## config.mk

```make
export PLATFORM = sky130hd
export DESIGN_NAME = cnt2note
export DESIGN_NICKNAME = d
export VERILOG_FILES = /design/src/rtl/cnt2note.sv
export SDC_FILE = /design/constraint.sdc
export NUM_CORES = 1
export LEC_CHECK = 0
export ABC_AREA = 1
export BUFFER_PORTS_ARGS = -buffer_cell sky130_fd_sc_hd__clkbuf_2
export CORE_ASPECT_RATIO = 1.2
export CORE_MARGIN = 1
export CORE_UTILIZATION = 50
export DETAILED_ROUTE_END_ITERATION = 12
export PLACE_DENSITY_LB_ADDON = 0.1
export SYNTH_ARGS = -nofsm -noshare
export SYNTH_HDL_FRONTEND = slang
export SYNTH_SLANG_ARGS = --single-unit
export TNS_END_PERCENT = 20
```

## constraint.sdc

```tcl
create_clock -name clk_i -period 6.6 [get_ports clk_i]
set_clock_uncertainty 0.2 [all_clocks]
set_input_delay 0.66 -clock clk_i [delete_from_list [all_inputs] [get_ports clk_i]]
set_output_delay 0.66 -clock clk_i [all_outputs]
set_load 0.02 [all_outputs]
```

## src/rtl/cnt2note.sv

```systemverilog
`default_nettype none
// ============================================================================
// Module   : cnt2note
// Function : Measures the half period of a square wave in clk_i cycles and
//            converts it to the nearest MIDI note via the base-octave table.
// Revision : 1.0  initial release
// ============================================================================
module cnt2note #(
    parameter int BW          = 16,
    parameter int SYNC_STAGES = 2
) (
    input  logic          clk_i,
    input  logic          rst_i,
    input  logic          enable_i,
    input  logic          sig_i,
    output logic [7:0]    note_o,
    output logic          valid_o,
    output logic          note_stb_o,
    output logic [BW-1:0] halfcnt_o
);

    typedef enum logic [2:0] {
        S_IDLE    = 3'd0,
        S_MEASURE = 3'd1,
        S_NORM    = 3'd2,
        S_SEARCH  = 3'd3,
        S_DONE    = 3'd4
    } state_t;

    localparam logic [BW-1:0] C_CNT_MAX = {BW{1'b1}};
    localparam logic [BW-1:0] C_CNT_PRE = {{(BW-1){1'b1}}, 1'b0};
    localparam logic [BW-1:0] C_CNT_ONE = {{(BW-1){1'b0}}, 1'b1};
    localparam logic [3:0]    C_LAST_IDX = 4'd11;

    function automatic logic [7:0] base_tbl(input logic [3:0] idx);
        case (idx)
            4'd0:    base_tbl = 8'd248;
            4'd1:    base_tbl = 8'd234;
            4'd2:    base_tbl = 8'd221;
            4'd3:    base_tbl = 8'd209;
            4'd4:    base_tbl = 8'd197;
            4'd5:    base_tbl = 8'd186;
            4'd6:    base_tbl = 8'd175;
            4'd7:    base_tbl = 8'd165;
            4'd8:    base_tbl = 8'd156;
            4'd9:    base_tbl = 8'd147;
            4'd10:   base_tbl = 8'd139;
            default: base_tbl = 8'd131;
        endcase
    endfunction

    state_t                 r_state;
    logic [SYNC_STAGES-1:0] r_sync;
    logic                   r_prev;
    logic [BW-1:0]          r_cnt;
    logic [BW-1:0]          r_half;
    logic                   r_armed;
    logic [3:0]             r_shift;
    logic [7:0]             r_mant;
    logic [3:0]             r_idx;
    logic [3:0]             r_best_idx;
    logic [8:0]             r_best_diff;
    logic [7:0]             r_note;
    logic                   r_valid;
    logic                   r_stb;

    logic                   w_edge;
    logic                   w_sat;
    logic                   w_found;
    logic [3:0]             w_shift;
    logic [BW-1:0]          w_shifted;
    logic [7:0]             w_mant;
    logic [7:0]             w_tbl;
    logic [8:0]             w_a;
    logic [8:0]             w_b;
    logic [8:0]             w_diff;
    logic                   w_better;
    logic [3:0]             w_fin_idx;
    logic [7:0]             w_oct;
    logic [7:0]             w_note_raw;
    logic [7:0]             w_note;

    // Input synchronizer; the extra r_prev stage gives a level to compare against.
    always_ff @(posedge clk_i or posedge rst_i) begin
        if (rst_i) begin
            r_sync <= '0;
            r_prev <= 1'b0;
        end else begin
            r_sync <= {r_sync[SYNC_STAGES-2:0], sig_i};
            r_prev <= r_sync[SYNC_STAGES-1];
        end
    end

    assign w_edge = r_sync[SYNC_STAGES-1] ^ r_prev;
    assign w_sat  = (r_cnt == C_CNT_MAX);

    // Smallest octave shift that brings the count into 8 bits.
    always_comb begin
        w_found = 1'b0;
        w_shift = 4'd8;
        for (int k = 8; k >= 0; k--) begin
            if ((r_half >> (k + 8)) == '0) begin
                w_found = 1'b1;
                w_shift = 4'(k);
            end
        end
        w_shifted = r_half >> w_shift;
        w_mant    = w_found ? 8'(w_shifted) : 8'hFF;
    end

    assign w_tbl      = base_tbl(r_idx);
    assign w_a        = {1'b0, r_mant};
    assign w_b        = {1'b0, w_tbl};
    assign w_diff     = (w_a >= w_b) ? (w_a - w_b) : (w_b - w_a);
    assign w_better   = (w_diff < r_best_diff);
    assign w_fin_idx  = w_better ? r_idx : r_best_idx;
    assign w_oct      = 8'd8 - {4'd0, r_shift};
    assign w_note_raw = 8'd21 + (w_oct * 8'd12) + {4'd0, w_fin_idx};
    assign w_note     = (w_note_raw > 8'd127) ? 8'd127 : w_note_raw;

    always_ff @(posedge clk_i or posedge rst_i) begin
        if (rst_i) begin
            r_state     <= S_IDLE;
            r_cnt       <= '0;
            r_half      <= '0;
            r_armed     <= 1'b0;
            r_shift     <= 4'd0;
            r_mant      <= 8'd0;
            r_idx       <= 4'd0;
            r_best_idx  <= 4'd0;
            r_best_diff <= 9'h1FF;
            r_note      <= 8'd0;
            r_valid     <= 1'b0;
            r_stb       <= 1'b0;
        end else begin
            r_stb <= 1'b0;
            if (!enable_i) begin
                r_state <= S_IDLE;
                r_cnt   <= '0;
                r_armed <= 1'b0;
                r_valid <= 1'b0;
            end else begin
                // The edge cycle itself is the first cycle of the new period.
                if (w_edge) begin
                    r_cnt <= C_CNT_ONE;
                end else if (!w_sat) begin
                    r_cnt <= r_cnt + C_CNT_ONE;
                end

                if (!w_edge && (r_cnt == C_CNT_PRE)) begin
                    r_valid <= 1'b0;
                    r_note  <= 8'd0;
                    r_armed <= 1'b0;
                end

                case (r_state)
                    S_IDLE: begin
                        r_state <= S_MEASURE;
                    end
                    S_MEASURE: begin
                        if (w_edge) begin
                            if (r_armed) begin
                                r_half  <= r_cnt;
                                r_state <= S_NORM;
                            end else begin
                                r_armed <= 1'b1;
                            end
                        end
                    end
                    S_NORM: begin
                        r_shift     <= w_shift;
                        r_mant      <= w_mant;
                        r_idx       <= 4'd0;
                        r_best_idx  <= 4'd0;
                        r_best_diff <= 9'h1FF;
                        r_state     <= S_SEARCH;
                    end
                    S_SEARCH: begin
                        if (w_better) begin
                            r_best_diff <= w_diff;
                            r_best_idx  <= r_idx;
                        end
                        r_idx <= r_idx + 4'd1;
                        // Result is registered on the way into DONE so it shows during DONE.
                        if (r_idx == C_LAST_IDX) begin
                            r_note  <= w_note;
                            r_valid <= 1'b1;
                            r_stb   <= 1'b1;
                            r_state <= S_DONE;
                        end
                    end
                    S_DONE: begin
                        r_state <= S_MEASURE;
                    end
                    default: begin
                        r_state <= S_IDLE;
                    end
                endcase
            end
        end
    end

    assign note_o     = r_note;
    assign valid_o    = r_valid;
    assign note_stb_o = r_stb;
    assign halfcnt_o  = r_half;

endmodule
`default_nettype wire

```

# ---- After elaboration in Yosys (flattened, before gate mapping)
# Memory sizes are Yosys's and may differ from the RTL's.
# Index checks and enable logic that the tools add are counted.
dict set report word_totals {
  ff_bits 78
  mem_bits_ro 112
  input_bits 4
  out_inout_bits 26
  elab_cells 96
  memories 1
}
# memory words width read_ports rd_clocked_by_memory_dff write_ports line_no
set memory_table {}
lappend memory_table {{(no name shown)} 16 7 1 0 0 36} ;# case (idx)
dict set report classes {
  addsub 7
  mul 1
  n_lt_le_gt_ge 3
  eq_ne 12
  shift 1
  mux 38
  n_bitwise 1
  reduce_logical 18
}
# cell count
set op_table {}
lappend op_table {{16-bit zero test} 8}
lappend op_table {{16-bit 2-to-1 mux} 3}
lappend op_table {{4-bit 2-to-1 mux} 9}
lappend op_table {{16-bit == test, second input constant} 2}
lappend op_table {{8-bit 2-to-1 mux} 4}
lappend op_table {{9-bit 2-to-1 mux} 2}
lappend op_table {{9-bit case mux with 2 select lines} 1}
lappend op_table {{8-bit by 8-bit subtractor with 9-bit output} 2}
lappend op_table {{16-bit by 1-bit adder with 16-bit output, second input constant} 1}
lappend op_table {{4-bit case mux with 2 select lines} 2}
lappend op_table {{16-bit by 4-bit right shift with 8-bit output} 1}
lappend op_table {{1-bit 2-to-1 mux} 12}
lappend op_table {{3-bit 2-to-1 mux} 4}
lappend op_table {{3-bit inequality test, second input constant} 4}
lappend op_table {{3-bit case mux with 4 select lines} 1}
lappend op_table {{9-bit less-than comparator} 1}
lappend op_table {{5-bit by 8-bit adder with 8-bit output, first input constant} 1}
lappend op_table {{8-bit by 4-bit adder with 8-bit output} 1}
lappend op_table {{8-bit greater-or-equal comparator} 1}
lappend op_table {{8-bit by 7-bit greater-than comparator with 1-bit output, second input constant} 1}
lappend op_table {{8-bit by 2-bit multiplier with 6-bit output, second input constant} 1}
lappend op_table {{3-bit by 2-bit == test with 1-bit output, second input constant} 2}
lappend op_table {{3-bit AND reduction} 2}
lappend op_table {{4-bit by 4-bit subtractor with 5-bit output, first input constant} 1}
lappend op_table {{other kinds (13)} 14}

# ---- Longest topological paths before layout
dict set report logic_depth {
  word_depth 10
  depth_mapped 38
  mapped_depth_nobuf 38
}

# ---- Least setup slack after synthesis
# Ideal clock, no wire load.
dict set report synth_timing {
  path_type {flip-flop to flip-flop}
  startpoint {register r_idx[1]}
  endpoint {register r_note[1] (netlist: note_o[1])}
  setup_time_ns 0.117
  arrival_ns 4.571
  required_ns 6.283
  path_slack_ns 1.712
  stages_incl_launch_ff 35
  path_buffers 0
  synth_period_minus_slack_ns 4.888
  path_cell_list {dfrtp_1 inv_1 ha_1 nor2_1 inv_1 o21ai_0 a21oi_1 inv_1 ha_1 a21oi_1 o21ai_2 nand2_1 nand3_1 nand2_1 nand2_2 inv_2 o21ai_0 nand2_1 inv_1 ha_1 a21oi_1 o21ai_1 nand2_1 nand3_1 o21ai_0 ha_1 ha_1 nand3_1 nand2_1 a21oi_1 o21ai_0 nand2_1 nand3b_1 nand2_1 nand2_1}
}
dict set report synth_via {
  elab_chain_cells 10
  elab_cells_between_ends 13
  cone_classes {3 x add/sub; 3 x order compare; 1 x eq/ne; 5 x mux; 1 x memory}
}
# element line_no
set synth_rtl {}
lappend synth_rtl {{start: declaration} 60} ;# logic [3:0] r_idx;
lappend synth_rtl {{start signal: assignment} 183} ;# r_idx <= r_idx + 4'd1;
lappend synth_rtl {{memory 16 x 7 bit} -}
lappend synth_rtl {{8-bit by 8-bit subtractor with 9-bit output / 8-bit greater-or-equal comparator (equally long branches)} 114} ;# assign w_diff = (w_a >= w_b) ? (w_a - w_b) : (w_b - w_a);
lappend synth_rtl {{9-bit 2-to-1 mux} 114}
lappend synth_rtl {{9-bit less-than comparator} 115} ;# assign w_better = (w_diff < r_best_diff);
lappend synth_rtl {{4-bit 2-to-1 mux} -}
lappend synth_rtl {{8-bit by 4-bit adder with 8-bit output} 118} ;# assign w_note_raw = 8'd21 + (w_oct * 8'd12) + {4'd0, w_fin_idx};
lappend synth_rtl {{8-bit by 7-bit greater-than comparator with 1-bit output} 119} ;# assign w_note = (w_note_raw > 8'd127) ? 8'd127 : w_note_raw;
lappend synth_rtl {{8-bit 2-to-1 mux} 119}
lappend synth_rtl {{8-bit 2-to-1 mux *} 185} ;# if (r_idx == C_LAST_IDX) begin
lappend synth_rtl {{8-bit 2-to-1 mux *} 156} ;# case (r_state)
lappend synth_rtl {{end signal: assignment} 186} ;# r_note <= w_note;
lappend synth_rtl {{end: declaration} 63} ;# logic [7:0] r_note;
# Every way passes the cells marked *; elsewhere a longest branch is shown, timed or not.
# A chain may end at the register's enable or synchronous reset.

# ---- Worst setup path after layout
dict set report layout_timing {
  startpoint {register r_idx[0]}
  endpoint {register r_note[2] (netlist: note_o[2])}
}
# The elaborated chain is that of the path after synthesis.

==> flow_summary.json <==
{
  "outcome": "completed",
  "post-route-period-util_pct": 88.3,
  "syn_area_mm2": 0.00568,
  "rows": 42,
  "arrival_ns": 5.85,
  "vias": 4919,
  "synth_compound_area_share_pct": 13.9,
  "core_area_mm2": 0.0110,
  "netlist_instances": 763,
  "synth_top_family_by_area": "simple AND/OR/NAND/NOR gates",
  "syn_nets": 811,
  "synth_edf_count": 0,
  "fp.dieH_um": 119,
  "numCtsBuffers": 9,
  "timing.rr.end": "note_o[2]",
  "synth-seq-cells": 78,
  "root_buffer": "clkbuf_16",
  "antenna_found_initial": 0,
  "rsz0062_at_grt": "no",
  "via_per_inst": 5.32,
  "cts_hold_buffers": 0,
  "hold_start": "r_sync[0]",
  "start_kind": "flip-flop",
  "crit_slowest_cell": "dfrtp_1",
  "min_period_ns": 5.83,
  "routed_wl_mm": 12.9,
  "synth.mux.area_fraction_pct": 0,
  "critPathMaxStageDelay_ns": 0.40,
  "grt_max_degree": 79,
  "ys_warn_count": 0,
  "path_common_cell": "nand2_1",
  "grt_pass1_wl_mm": 21.9,
  "cap_violations": 0,
  "cts_max_level": 3,
  "setup.worst_path.start": "r_idx[0]",
  "drt_drc_violations_left": 0,
  "synthToLayoutAreaGrowth_pct": 9.05,
  "fillers": 1059,
  "cts_resized": 0,
  "crit_type": "flip-flop to flip-flop",
  "antennaDiodeCount": 0,
  "crit_path_end_kind": "flip-flop",
  "slew-limit-headroom_pct": 32.9,
  "ant_nets": 0,
  "cts_tree": "built",
  "setup_viol": 0,
  "r2r_cells": 34,
  "async_reset_ff_share_pct": 100,
  "critPathMaxFanout": 8,
  "drv_slew": 0,
  "final_cell_mix": "nand2_1 (178), inv_1 (107), dfrtp_1 (69), nand3_1 (67), nor2_1 (58)",
  "synthAdderAreaFrac_pct": 9.96,
  "io_pins": 30,
  "reg2reg_from": "r_idx[0]",
  "nets": 836,
  "final.setup.tns_ns": 0,
  "ys_types": 46,
  "max_freq_mhz": 172,
  "final_common_cell": "nand2_1",
  "portBuffers": 29,
  "crit_end": "note_o[2]",
  "grt_pass1_vias": 4785,
  "start_util_pct": 51.5,
  "ys_seq_area_share_pct": 34.6,
  "clock_latency_ns": 0.33,
  "grt_usage_pct": 23.3,
  "first_pass_iters": 5,
  "drt_iter0_markers": 224,
  "cts_setup_buffers": 0,
  "avgSynthCellArea_um2": 7.44,
  "die_area_mm2": 0.0118,
  "synthXorXnorAreaFrac_pct": 2.78,
  "tightestPinTransition_ns": 1.01,
  "place.gp.congestion": 0.936,
  "r2r_slack_ns": 0.77,
  "overflow": 0,
  "finalHoldViolCount": 0,
  "synthSimpleGateAreaFrac_pct": 28.3,
  "clock_sinks": 78,
  "die_w_um": 99.3,
  "cts_buffer_depth": 2,
  "clk_pin_slew_worst_paths_ns": 0.06,
  "synth_ff_type": "dfrtp_1",
  "hold_class": "flip-flop to flip-flop",
  "wl_per_cell_um": 14.0,
  "drive_gt1_share_pct": 13.5,
  "place_hpwl_mm": 9.88,
  "critPathRequiredTime_ns": 6.62
}
==> sequential cells by signal, indices dropped and copies added (netlist names) <==
signal / flops
halfcnt_o: 16
r_cnt: 16
r_best_diff: 9
note_o: 8
r_mant: 8
r_best_idx: 4
r_idx: 4
r_shift: 4
r_state: 3
r_sync: 2
note_stb_o: 1
r_armed: 1
r_prev: 1
valid_o: 1
==> final cells by class <==
type                            instances  area [µm²]  share of cell area [%]
Multi-Input combinational cell        549        3120                    50.4
Clock buffer                           11         233                    3.76
Inverter                              120         452                    7.29
Timing Repair Buffer                   30         153                    2.46
Tap cell                              132         165                    2.67
Sequential cell                        78        1960                    31.7
Clock inverter                          5         106                    1.72
==> critical path: cells and delay by family (launching register included) <==
kind | cells | cell delay [ns]
AOI/OAI and AO/OA | 10 | 1.61
and+or+nand+nor | 14 | 1.47
adders and majority gates | 5 | 1.45
buffers and inverters | 5 | 0.57
DFF | 1 | 0.40
==> per-stage QoR <==
step	instances	hold WS, ns	instance area, µm²	setup slack [ns]	util (%)
2_1_floorplan	763	0.131	5680	1.71	-
3_3_place_gp	909	0.139	5850	1.01	53.0
3_5_place_dp	909	0.144	5850	0.835	53.0
4_1_cts	925	0.158	6190	0.813	56.1
5_1_grt	925	0.160	6190	0.227	56.1
6_report	925	0.154	6190	0.775	56.1
==> worst min-delay path by stage <==
stage,cells past startpoint,slack (ns),endpoint
after floorplan,0,0.13,r_sync[1]
after global placement,0,0.14,r_sync[1]
after detailed placement,0,0.14,r_sync[1]
after CTS,0,0.16,r_sync[1]
after global routing,0,0.16,r_sync[1]
final,0,0.15,r_sync[1]
==> cell usage after synthesis (2+ instances only) <==
cell type | n | area share [%]
a31oi_1 | 2 | 0.22
a21o_1 | 2 | 0.26
nand3_1 | 67 | 5.9
dfstp_2 | 9 | 4.2
o21ai_1 | 10 | 0.88
ha_1 | 42 | 9.3
nor2_1 | 58 | 3.8
nor3_1 | 9 | 0.79
xor2_1 | 11 | 1.7
buf_6 | 9 | 1.8
nor2_4 | 7 | 1.4
nand2_1 | 178 | 12
a22o_1 | 2 | 0.31
dfrtp_1 | 69 | 30
nand3_2 | 4 | 0.71
nand3b_1 | 2 | 0.26
a21oi_1 | 54 | 4.8
fa_1 | 2 | 0.71
buf_2 | 3 | 0.26
inv_2 | 10 | 0.66
a211oi_1 | 3 | 0.40
nand2_4 | 3 | 0.59
o21a_1 | 3 | 0.40
clkinv_1 | 2 | 0.13
o21ai_2 | 8 | 1.2
o21ai_0 | 43 | 3.8
inv_1 | 108 | 7.1
xnor2_1 | 7 | 1.1
a21oi_2 | 2 | 0.31
nor2_2 | 5 | 0.55
nand4_1 | 2 | 0.22
buf_4 | 3 | 0.40
o22ai_1 | 2 | 0.22
o211ai_1 | 3 | 0.40
nand2_2 | 8 | 0.88
==> cells by family (layout without fill, tap and decap cells) <==
logic type                 count (synthesis)  after routing
xor gates and xnor gates                  18             18
and+or+nand+nor                          349            349
DFF                                       78             78
AOI/OAI and AO/OA                        138            138
buffers and inverters                    136            166
adders and majority gates                 44             44
==> metal layers <==
metal / vias to the layer above / GRT usage [%] / share of wire [%]
li1: 2512 / - / -
met1: 2305 / 28.0 / 44
met2: 81 / 41.1 / 51
met3: 21 / 3.73 / 2.7
met4: 0 / 9.10 / 2.2
met5: - / 0 / 0
Power is left out: the tool's default activity adds up to more than one toggle a clock period on the data nets, which glitch-free logic cannot reach.
